**config.mk**
```make
export PLATFORM = sky130hd
export DESIGN_NAME = uart_rx
export DESIGN_NICKNAME = d
export VERILOG_FILES = /design/src/rtl/uart_pkg.sv /design/src/rtl/sync_2ff.sv /design/src/rtl/uart_rx.sv
export SDC_FILE = /design/constraint.sdc
export NUM_CORES = 1
export LEC_CHECK = 0
export ABC_AREA = 1
export BUFFER_PORTS_ARGS = -buffer_cell sky130_fd_sc_hd__clkbuf_2
export CAP_MARGIN = 10
export CORE_ASPECT_RATIO = 0.9
export CORE_MARGIN = 10
export CORE_UTILIZATION = 45
export DETAILED_ROUTE_END_ITERATION = 12
export SLEW_MARGIN = 20
export SYNTH_ARGS = -nofsm -noshare
export SYNTH_HDL_FRONTEND = slang
export SYNTH_SLANG_ARGS = --single-unit
export TNS_END_PERCENT = 5
```
**constraint.sdc**
```tcl
create_clock -name clock -period 1.5 [get_ports clock]
set_input_delay 0.15 -clock clock [delete_from_list [all_inputs] [get_ports clock]]
set_output_delay 0.15 -clock clock [all_outputs]
set_load 0.01 [all_outputs]
```
**src/rtl/uart_pkg.sv**
```systemverilog
// Shared types and default constants for the UART receive path.
package uart_pkg;

  localparam int unsigned DEF_CLKS_PER_BIT = 104;
  localparam int unsigned DEF_DATA_BITS    = 8;

  typedef enum logic [2:0] {
    IDLE,
    START,
    DATA,
    STOP,
    BREAK
  } rx_state_t;

endpackage

```
**src/rtl/sync_2ff.sv**
```systemverilog
// Two-flop synchroniser for asynchronous input pins; RESET_VAL should match the pin's idle level.
module sync_2ff #(
  parameter logic RESET_VAL = 1'b1
) (
  input  logic clock,
  input  logic i_reset_n,
  input  logic i_async,
  output logic o_sync
);

  logic meta_q;
  logic sync_q;

  always_ff @(posedge clock) begin
    if (!i_reset_n) begin
      meta_q <= RESET_VAL;
      sync_q <= RESET_VAL;
    end else begin
      meta_q <= i_async;
      sync_q <= meta_q;
    end
  end

  assign o_sync = sync_q;

endmodule

```
**src/rtl/uart_rx.sv**
```systemverilog
// 8N1-style serial receiver: mid-bit sampling, framing/overrun detection,
// single-entry holding register on a valid/ready handshake.
module uart_rx
  import uart_pkg::*;
#(
  parameter int unsigned CLKS_PER_BIT = DEF_CLKS_PER_BIT,
  parameter int unsigned DATA_BITS    = DEF_DATA_BITS
) (
  input  logic                 clock,
  input  logic                 i_reset_n,
  input  logic                 i_rx,
  output logic [DATA_BITS-1:0] o_data,
  output logic                 o_valid,
  input  logic                 i_ready,
  output logic                 o_frame_err,
  output logic                 o_overrun,
  output logic                 o_busy
);

  localparam int unsigned HALF  = CLKS_PER_BIT / 2;
  localparam int unsigned CNT_W = $clog2(CLKS_PER_BIT);
  localparam int unsigned IDX_W = $clog2(DATA_BITS);

  localparam logic [CNT_W-1:0] CNT_LAST = CNT_W'(CLKS_PER_BIT - 1);
  localparam logic [CNT_W-1:0] CNT_MID  = CNT_W'(HALF - 1);
  localparam logic [IDX_W-1:0] IDX_LAST = IDX_W'(DATA_BITS - 1);

  rx_state_t            state_q, state_d;
  logic [CNT_W-1:0]     cnt_q, cnt_d;
  logic [IDX_W-1:0]     idx_q, idx_d;
  logic [DATA_BITS-1:0] shift_q, shift_d;
  logic [DATA_BITS-1:0] data_q, data_d;
  logic                 valid_q, valid_d;
  logic                 ferr_q, ferr_d;
  logic                 ovr_q, ovr_d;
  logic                 busy_q;

  logic rx_s;
  logic cnt_last_c;
  logic cnt_mid_c;
  logic stop_sample_c;
  logic deliver_c;

  sync_2ff #(
    .RESET_VAL (1'b1)
  ) u_sync (
    .clock     (clock),
    .i_reset_n (i_reset_n),
    .i_async   (i_rx),
    .o_sync    (rx_s)
  );

  assign cnt_last_c    = (cnt_q == CNT_LAST);
  assign cnt_mid_c     = (cnt_q == CNT_MID);
  assign stop_sample_c = (state_q == STOP) && cnt_last_c;
  assign deliver_c     = stop_sample_c && rx_s;

  // State register
  always_ff @(posedge clock) begin
    if (!i_reset_n) begin
      state_q <= IDLE;
    end else begin
      state_q <= state_d;
    end
  end

  // Next-state decode
  always_comb begin
    state_d = state_q;
    case (state_q)
      IDLE:    if (!rx_s) state_d = START;
      START:   if (cnt_mid_c) state_d = rx_s ? IDLE : DATA;
      DATA:    if (cnt_last_c && (idx_q == IDX_LAST)) state_d = STOP;
      STOP:    if (cnt_last_c) state_d = rx_s ? IDLE : BREAK;
      BREAK:   if (rx_s) state_d = IDLE;
      default: state_d = IDLE;
    endcase
  end

  // Counter, shifter and holding-register next values
  always_comb begin
    cnt_d   = cnt_q;
    idx_d   = idx_q;
    shift_d = shift_q;
    data_d  = data_q;
    valid_d = valid_q;
    ferr_d  = stop_sample_c && !rx_s;
    ovr_d   = 1'b0;

    case (state_q)
      START: begin
        cnt_d = cnt_mid_c ? '0 : cnt_q + CNT_W'(1);
        idx_d = '0;
      end
      DATA: begin
        if (cnt_last_c) begin
          cnt_d   = '0;
          shift_d = {rx_s, shift_q[DATA_BITS-1:1]};
          if (idx_q != IDX_LAST) idx_d = idx_q + IDX_W'(1);
        end else begin
          cnt_d = cnt_q + CNT_W'(1);
        end
      end
      STOP:    cnt_d = cnt_last_c ? '0 : cnt_q + CNT_W'(1);
      default: cnt_d = '0;
    endcase

    // A byte arriving while the consumer accepts the old one is a legal reload.
    if (deliver_c) begin
      if (!valid_q || i_ready) begin
        data_d  = shift_q;
        valid_d = 1'b1;
      end else begin
        ovr_d = 1'b1;
      end
    end else if (valid_q && i_ready) begin
      valid_d = 1'b0;
    end
  end

  always_ff @(posedge clock) begin
    if (!i_reset_n) begin
      cnt_q   <= '0;
      idx_q   <= '0;
      shift_q <= '0;
      data_q  <= '0;
      valid_q <= 1'b0;
      ferr_q  <= 1'b0;
      ovr_q   <= 1'b0;
      busy_q  <= 1'b0;
    end else begin
      cnt_q   <= cnt_d;
      idx_q   <= idx_d;
      shift_q <= shift_d;
      data_q  <= data_d;
      valid_q <= valid_d;
      ferr_q  <= ferr_d;
      ovr_q   <= ovr_d;
      busy_q  <= (state_d != IDLE);
    end
  end

  assign o_data      = data_q;
  assign o_valid     = valid_q;
  assign o_frame_err = ferr_q;
  assign o_overrun   = ovr_q;
  assign o_busy      = busy_q;

endmodule

```
==> results of run 1 <==
-- cells in the final DEF, fill, tap and decap left out --
master	Yosys	final
nor2_1	49	45
buf_4	0	1
nand4_2	0	1
a211oi_1	1	1
nand4_4	1	2
nor4_1	1	1
nand2_1	39	38
dfxtp_4	0	1
nor2_4	1	4
nand3_4	0	1
xor2_1	3	3
nand2_2	4	4
clkinv_1	1	1
clkinv_2	0	1
nor2_2	2	4
o21ai_0	9	9
a21oi_1	8	8
xnor2_1	2	2
inv_2	1	1
clkbuf_8	0	6
inv_1	24	24
o21ai_1	1	1
nor3_1	2	2
dfxtp_2	0	4
nand3_1	12	11
ha_1	3	2
or2_2	2	2
clkbuf_2	0	15
dfxtp_1	35	30
ha_4	0	1
nand2_4	0	1
-- flip-flops by register name (all words and copies together), names as in the netlist, 3 cells and up --
signal / count
shift_q: 8
o_data: 8
cnt_q: 7
state_q: 3
idx_q: 3
-- final cells by class --
cell class	instances	area [µm²]	share of cell area, %
Inverter	26	97.6	5.44
Multi-Input combinational cell	143	766	42.6
Tap cell	42	52.6	2.93
Clock inverter	1	5.00	0.279
Clock buffer	6	82.6	4.60
Sequential cell	35	709	39.5
Timing Repair Buffer	16	82.6	4.60
-- power breakdown --
group / switching [W] / internal, W / total [W]
combinational: 0.0000284 / 0.0000143 / 0.0000427
clock: 0.000308 / 0.000359 / 0.000667
sequential: 0.00000627 / 0.000933 / 0.000939
-- synth_stat cells --
cell type	instances	share of area, %
a211oi_1	1	0.51
a21oi_1	8	2.7
buf_2	1	0.34
buf_6	1	0.76
clkbuf_1	1	0.25
clkinv_1	1	0.25
dfxtp_1	35	47
ha_1	3	2.5
inv_1	24	6.1
inv_2	1	0.25
nand2_1	39	9.8
nand2_2	4	1.7
nand3_1	12	4.0
nand4_4	1	1.4
nor2_1	49	12
nor2_2	2	0.84
nor2_4	1	0.76
nor3_1	2	0.67
nor4_1	1	0.42
o21ai_0	9	3.0
o21ai_1	1	0.34
or2_2	2	0.84
xnor2_1	2	1.2
xor2_1	3	1.8
-- through the flow --
| step | hold WS, ps | power, W | cell area (µm²) | setup TNS, ps | setup WS (ps) |
|---|---|---|---|---|---|
| after CTS | 36.8 | 0.00167 | 1700 | 0 | 13.8 |
| final | 45.3 | 0.00165 | 1800 | 0 | 122 |
| after global routing | 43.9 | 0.00172 | 1800 | -0.920 | -0.920 |
| after detailed placement | 340 | 0.00100 | 1600 | -61.6 | -46.9 |
| after global placement | 338 | 0.00100 | 1600 | -17.1 | -17.1 |
| after floorplan | 257 | 0.000986 | 1490 | 0 | 177 |
-- layer usage --
metal / part of all wire, % / global-route usage [%] / vias up
met5: 0 / 0 / -
met4: 0.43 / 3.52 / 0
met3: 6.4 / 5.30 / 2
met2: 41 / 15.6 / 40
met1: 52 / 14.5 / 583
li1: - / - / 682
-- cells by family after synthesis --
logic type / Yosys count / synth area share [%]
AOI/OAI and AO/OA: 19 / 6.57
xor gates and xnor gates: 5 / 2.95
adders and majority gates: 3 / 2.53
buffers and inverters: 29 / 7.91
DFF: 35 / 47.1
and+or+nand+nor: 113 / 32.9
-- timing repair --
item | 4_1_cts | 5_1_grt
pin swaps | 0 | 4
gates resized for setup | 3 | 17
gates cloned | 0 | 3
endpoints found under the setup margin | 5 | 29
-- worst max path at each step --
stage,depth (start not counted),from,end
6_report,6,cnt_q[4],o_data[7]
5_1_grt,10,cnt_q[0],cnt_q[5]
4_1_cts,10,cnt_q[0],cnt_q[5]
3_5_place_dp,7,cnt_q[0],idx_q[1]
3_3_place_gp,7,cnt_q[0],idx_q[1]
2_1_floorplan,10,cnt_q[0],cnt_q[0]
-- critical path: stages (launching register included) --
cell and delay [ps]:
dfxtp_2 360, nor2_4 150, nand2_2 80, nor2_4 250, nand4_4 220, nor2_2 150
nor2_1 50
==> impl_metrics.csv, run 1 <==
group,metric,value,unit
clocking,clk_latency,290,ps
worst_hold_path,hold_end,"u_sync.meta_q",
grt,first_global_vias,1200,
floorplanning,rows,19,
job,max_cap_viol_count,0,
route,antenna_left,0,
worst_setup_path,worstPathRequired,1690,ps
synthesis,syn-num-nets,211,
grt,grt_max_degree,18,
synthesis,syn_area,1490,µm²
worst_setup_path,endpoint_kind,"register",
route,wl_per_cell,12.2,µm
run_status,status,"finished clean",
clocking,cts.sinks,35,
route,num_vias,1307,
timing,clock.fmax,0.726,GHz
timing,maxSlewViolCount,0,
final_layout,nFillCells,300,
power,ir_worst_vdd,0.730,mV
final_layout,syn_to_final_growth,20.8,%
place,gp_congestion,0.845,
floorplanning,core_area,3110,µm²
worst_setup_path,cp.arrival,1560,ps
worst_setup_path,r2r-start,"cnt_q[4]",
worst_setup_path,reg2reg_depth,6,
worst_setup_path,cp-start-kind,"register",
synthesis,synth-seq-cells,35,
clocking,cts_made_buffers,5,
synthesis,synth_seq_area_share,47.1,%
place,place_inst,259,
clocking,cts_tree,"yes",
final_layout,nets,234,
synthesis,syn_avg_cell_area,7.29,µm²
route,drt-initial-drc-count,86,
route,route.detailed.drc,0,
power,power_density,918,nW/µm²
worst_setup_path,crit_fanout,8,
synthesis,ys_types,24,
timing,layout_min_cycle_time,1380,ps
place,place_hpwl,2110,µm
grt,grt_usage,11.1,%
timing,hold_viol,0,
clocking,htree_levels,2,
synthesis,yosysWarnings,0,
route,drt_wl_total,3280,µm
timing,worstMarginPinSlew,423,ps
timing,fin_crit_sh,91.9,%
final_layout,final_layout_size_suffix_gt1_share,21.6,%
grt,grt_pass1_wl,5260,µm
clocking,cts_setup_buffers,0,
final_layout,diodes,0,
worst_setup_path,setup.worst_path.class,"register to register",
worst_hold_path,holdPathStages,2,
worst_hold_path,min_from,"i_rx",
timing,setup_violations,0,
final_layout,utilization,57.7,%
floorplanning,ios,16,
route,viasPerCell,4.86,
place,portBuffers,15,
clocking,cts_hold_buf,0,
route,first_pass_iters,4,
clocking,clk_pin_slew,60,ps
final_layout,final_cells,269,
floorplanning,dieArea,6010,µm²
floorplanning,start_util,47.7,%
worst_setup_path,r2r_slack,120,ps
synthesis,syn_inst,204,
floorplanning,die_h,74.5,µm
worst_setup_path,r2r-end,"o_data[7]",
grt,overflow,0,
timing,slew_headroom,71.8,%
worst_hold_path,hold_path_class,"primary input to register",
grt,antenna_found_initial,0,
power,p_leak,0.845,nW
clocking,cts_root_buffer,"clkbuf_8",
floorplanning,die_width,80.6,µm
timing,finClkSkew,4.74,ps
clocking,clockBufferDepth,2,
Note: power is estimated with default switching activity, not from simulation.
==> run 2: changes to the inputs <==
--- a/config.mk
+++ b/config.mk
@@ -10,8 +10,9 @@
 export CAP_MARGIN = 10
 export CORE_ASPECT_RATIO = 0.9
 export CORE_MARGIN = 10
-export CORE_UTILIZATION = 45
+export CORE_UTILIZATION = 56
 export DETAILED_ROUTE_END_ITERATION = 12
+export PLACE_DENSITY = 0.77
 export SLEW_MARGIN = 20
 export SYNTH_ARGS = -nofsm -noshare
 export SYNTH_HDL_FRONTEND = slang
==> run 2 against run 1 <==
Net effect:
- final area is 4.6% lower
- combinational power is 3% higher
- final cell count is 5.6% lower
- global-route usage is 1.6 points higher
- non-clock buffer count is 1 higher
- critical path type unchanged
- die area is 15% lower
- power is 9.6% lower
- critical path depth stayed put
- fmax is 2.8% lower
- flip-flop and latch count stayed put
- register-to-register slack worse by 40 ps
==> impl_metrics.csv, run 2 (synthesis results as in run 1) <==
group,metric,value,unit
floorplanning,core_area,2490,µm²
clocking,cts_made_buffers,5,
power,sequentialPowerShare,63.0,%
power,p_int,0.00117,W
timing,maxSlewViolCount,0,
timing,hold_viol,0,
power,switchingPower,0.000324,W
route,route.detailed.drc,0,
place,gp_congestion,0.928,
floorplanning,rows,17,
timing,slew_headroom,75.2,%
route,first_pass_iters,4,
timing,fin_tns_setup,0,ps
clocking,cts.sinks,35,
run_status,status,"finished clean",
grt,antenna_found_initial,0,
worst_setup_path,endpoint_kind,"register",
floorplanning,die_width,74.3,µm
final_layout,nets,233,
power,power_density,870,nW/µm²
final_layout,utilization,68.8,%
clocking,cts_root_buffer,"clkbuf_4",
worst_setup_path,cp.arrival,1700,ps
grt,overflow,0,
clocking,clk_latency,330,ps
place,place_hpwl,2120,µm
place,portBuffers,15,
final_layout,nFillCells,219,
clocking,htree_levels,2,
route,drt-initial-drc-count,115,
timing,layout_min_cycle_time,1420,ps
worst_setup_path,crit_path_max_incr_delay,390,ps
grt,grt_pass1_wl,5060,µm
clocking,cts_tree,"yes",
grt,grt_max_degree,18,
grt,first_global_vias,1171,
grt,grt_usage,12.7,%
power,comb_power_share,2.9,%
route,antenna_left,0,
floorplanning,dieArea,5120,µm²
route,drt_wl_total,3000,µm
power,p_leak,0.836,nW
final_layout,regArea,704,µm²
final_layout,final_layout_size_suffix_gt1_share,18.6,%
final_layout,diodes,0,
final_layout,layout_common_cells,"48 x nor2_1, 38 x nand2_1, 32 x dfxtp_1",
timing,setup_violations,0,
job,max_cap_viol_count,0,
timing,rsz0062_at_grt,"yes",
worst_setup_path,r2r_slack,80,ps
final_layout,syn_to_final_growth,15.2,%
worst_setup_path,slowest_stage,"dfxtp_1",
final_layout,multi_input_area,727,µm²
worst_setup_path,setup.worst_path.class,"register to register",
timing,finClkSkew,4.75,ps
power,p_sw_share,21.7,%
clocking,clk_pin_slew,100,ps
floorplanning,ios,16,
final_layout,mostFrequentLayoutCell,"nor2_1",
power,ir_worst_vdd,0.911,mV
worst_setup_path,worstPathRequired,1780,ps
timing,clock.fmax,0.706,GHz
worst_setup_path,crit_chain,"nand2_1, nor2_2, nand3_1, a21oi_1, a21oi_1, nand2_1",
timing,worstMarginPinSlew,371,ps
worst_setup_path,cp-start-kind,"register",
worst_hold_path,hold_path_class,"primary input to register",
timing,fin_crit_sh,94.5,%
worst_setup_path,crit_fanout,4,
power,clkPwrFrac,34.0,%
floorplanning,die_h,68.9,µm
clocking,clockBufferDepth,2,
floorplanning,start_util,59.7,%
route,wl_per_cell,11.8,µm
route,num_vias,1303,
power,finalPower,0.00149,W
route,viasPerCell,5.13,
==> run 2: area by class of cell <==
cell class	count	area share, %
Sequential cell	35	41.1
Timing Repair Buffer	17	5.41
Clock inverter	1	0.292
Tap cell	28	2.05
Multi-Input combinational cell	141	42.4
Inverter	26	5.70
Clock buffer	6	2.99
==> run 2: per-layer routing <==
layer / GRT usage (%) / vias up / wire length (µm)
li1: - / 679 / -
met1: 15.8 / 571 / 1370
met2: 18.3 / 44 / 1280
met3: 4.85 / 9 / 268
met4: 7.76 / 0 / 82
met5: 0 / - / 0
==> run 2: worst max-delay path, delay by kind of cell, from the launching register on <==
kind | cells | cell delay [ps]
compound gates | 2 | 290
simple gates | 4 | 680
flops | 1 | 390
==> run 2: through the flow <==
stage	hold slack (ps)	setup slack [ps]	instance area [µm²]	std cells
4_1_cts	120	36.0	1670	253
2_1_floorplan	257	177	1490	204
5_1_grt	128	-19.7	1710	254
3_3_place_gp	339	3.77	1580	245
6_report	139	82.7	1710	254
3_5_place_dp	339	-44.8	1580	245
==> run 2: power by group through the flow <==
| stage | combinational (W) | sequential, W | clock [W] |
|---|---|---|---|
| final | 0.0000438 | 0.000940 | 0.000507 |
| after global routing | 0.0000494 | 0.000941 | 0.000575 |
| after CTS | 0.0000434 | 0.000939 | 0.000522 |
| after detailed placement | 0.0000408 | 0.000960 | 0 |
| after global placement | 0.0000408 | 0.000960 | 0 |
| after floorplan | 0.0000265 | 0.000960 | 0 |
==> run 2: final timing paths <==
path	from	depth (start not counted)	endpoint
worst max-delay path	state_q[1]	6	o_busy
worst max register to register	state_q[1]	6	o_busy
worst min-delay path	i_reset_n	3	state_q[1]
worst min register to register	u_sync.meta_q	1	u_sync.o_sync
==> run 2: repair_timing <==
item	4_1_cts	5_1_grt
hold endpoints to repair	1	0
setup buffers	0	0
resized for setup	4	8
cloned	0	1
pin swaps	0	2
hold buffers	1	0
endpoints found under the setup margin	9	18
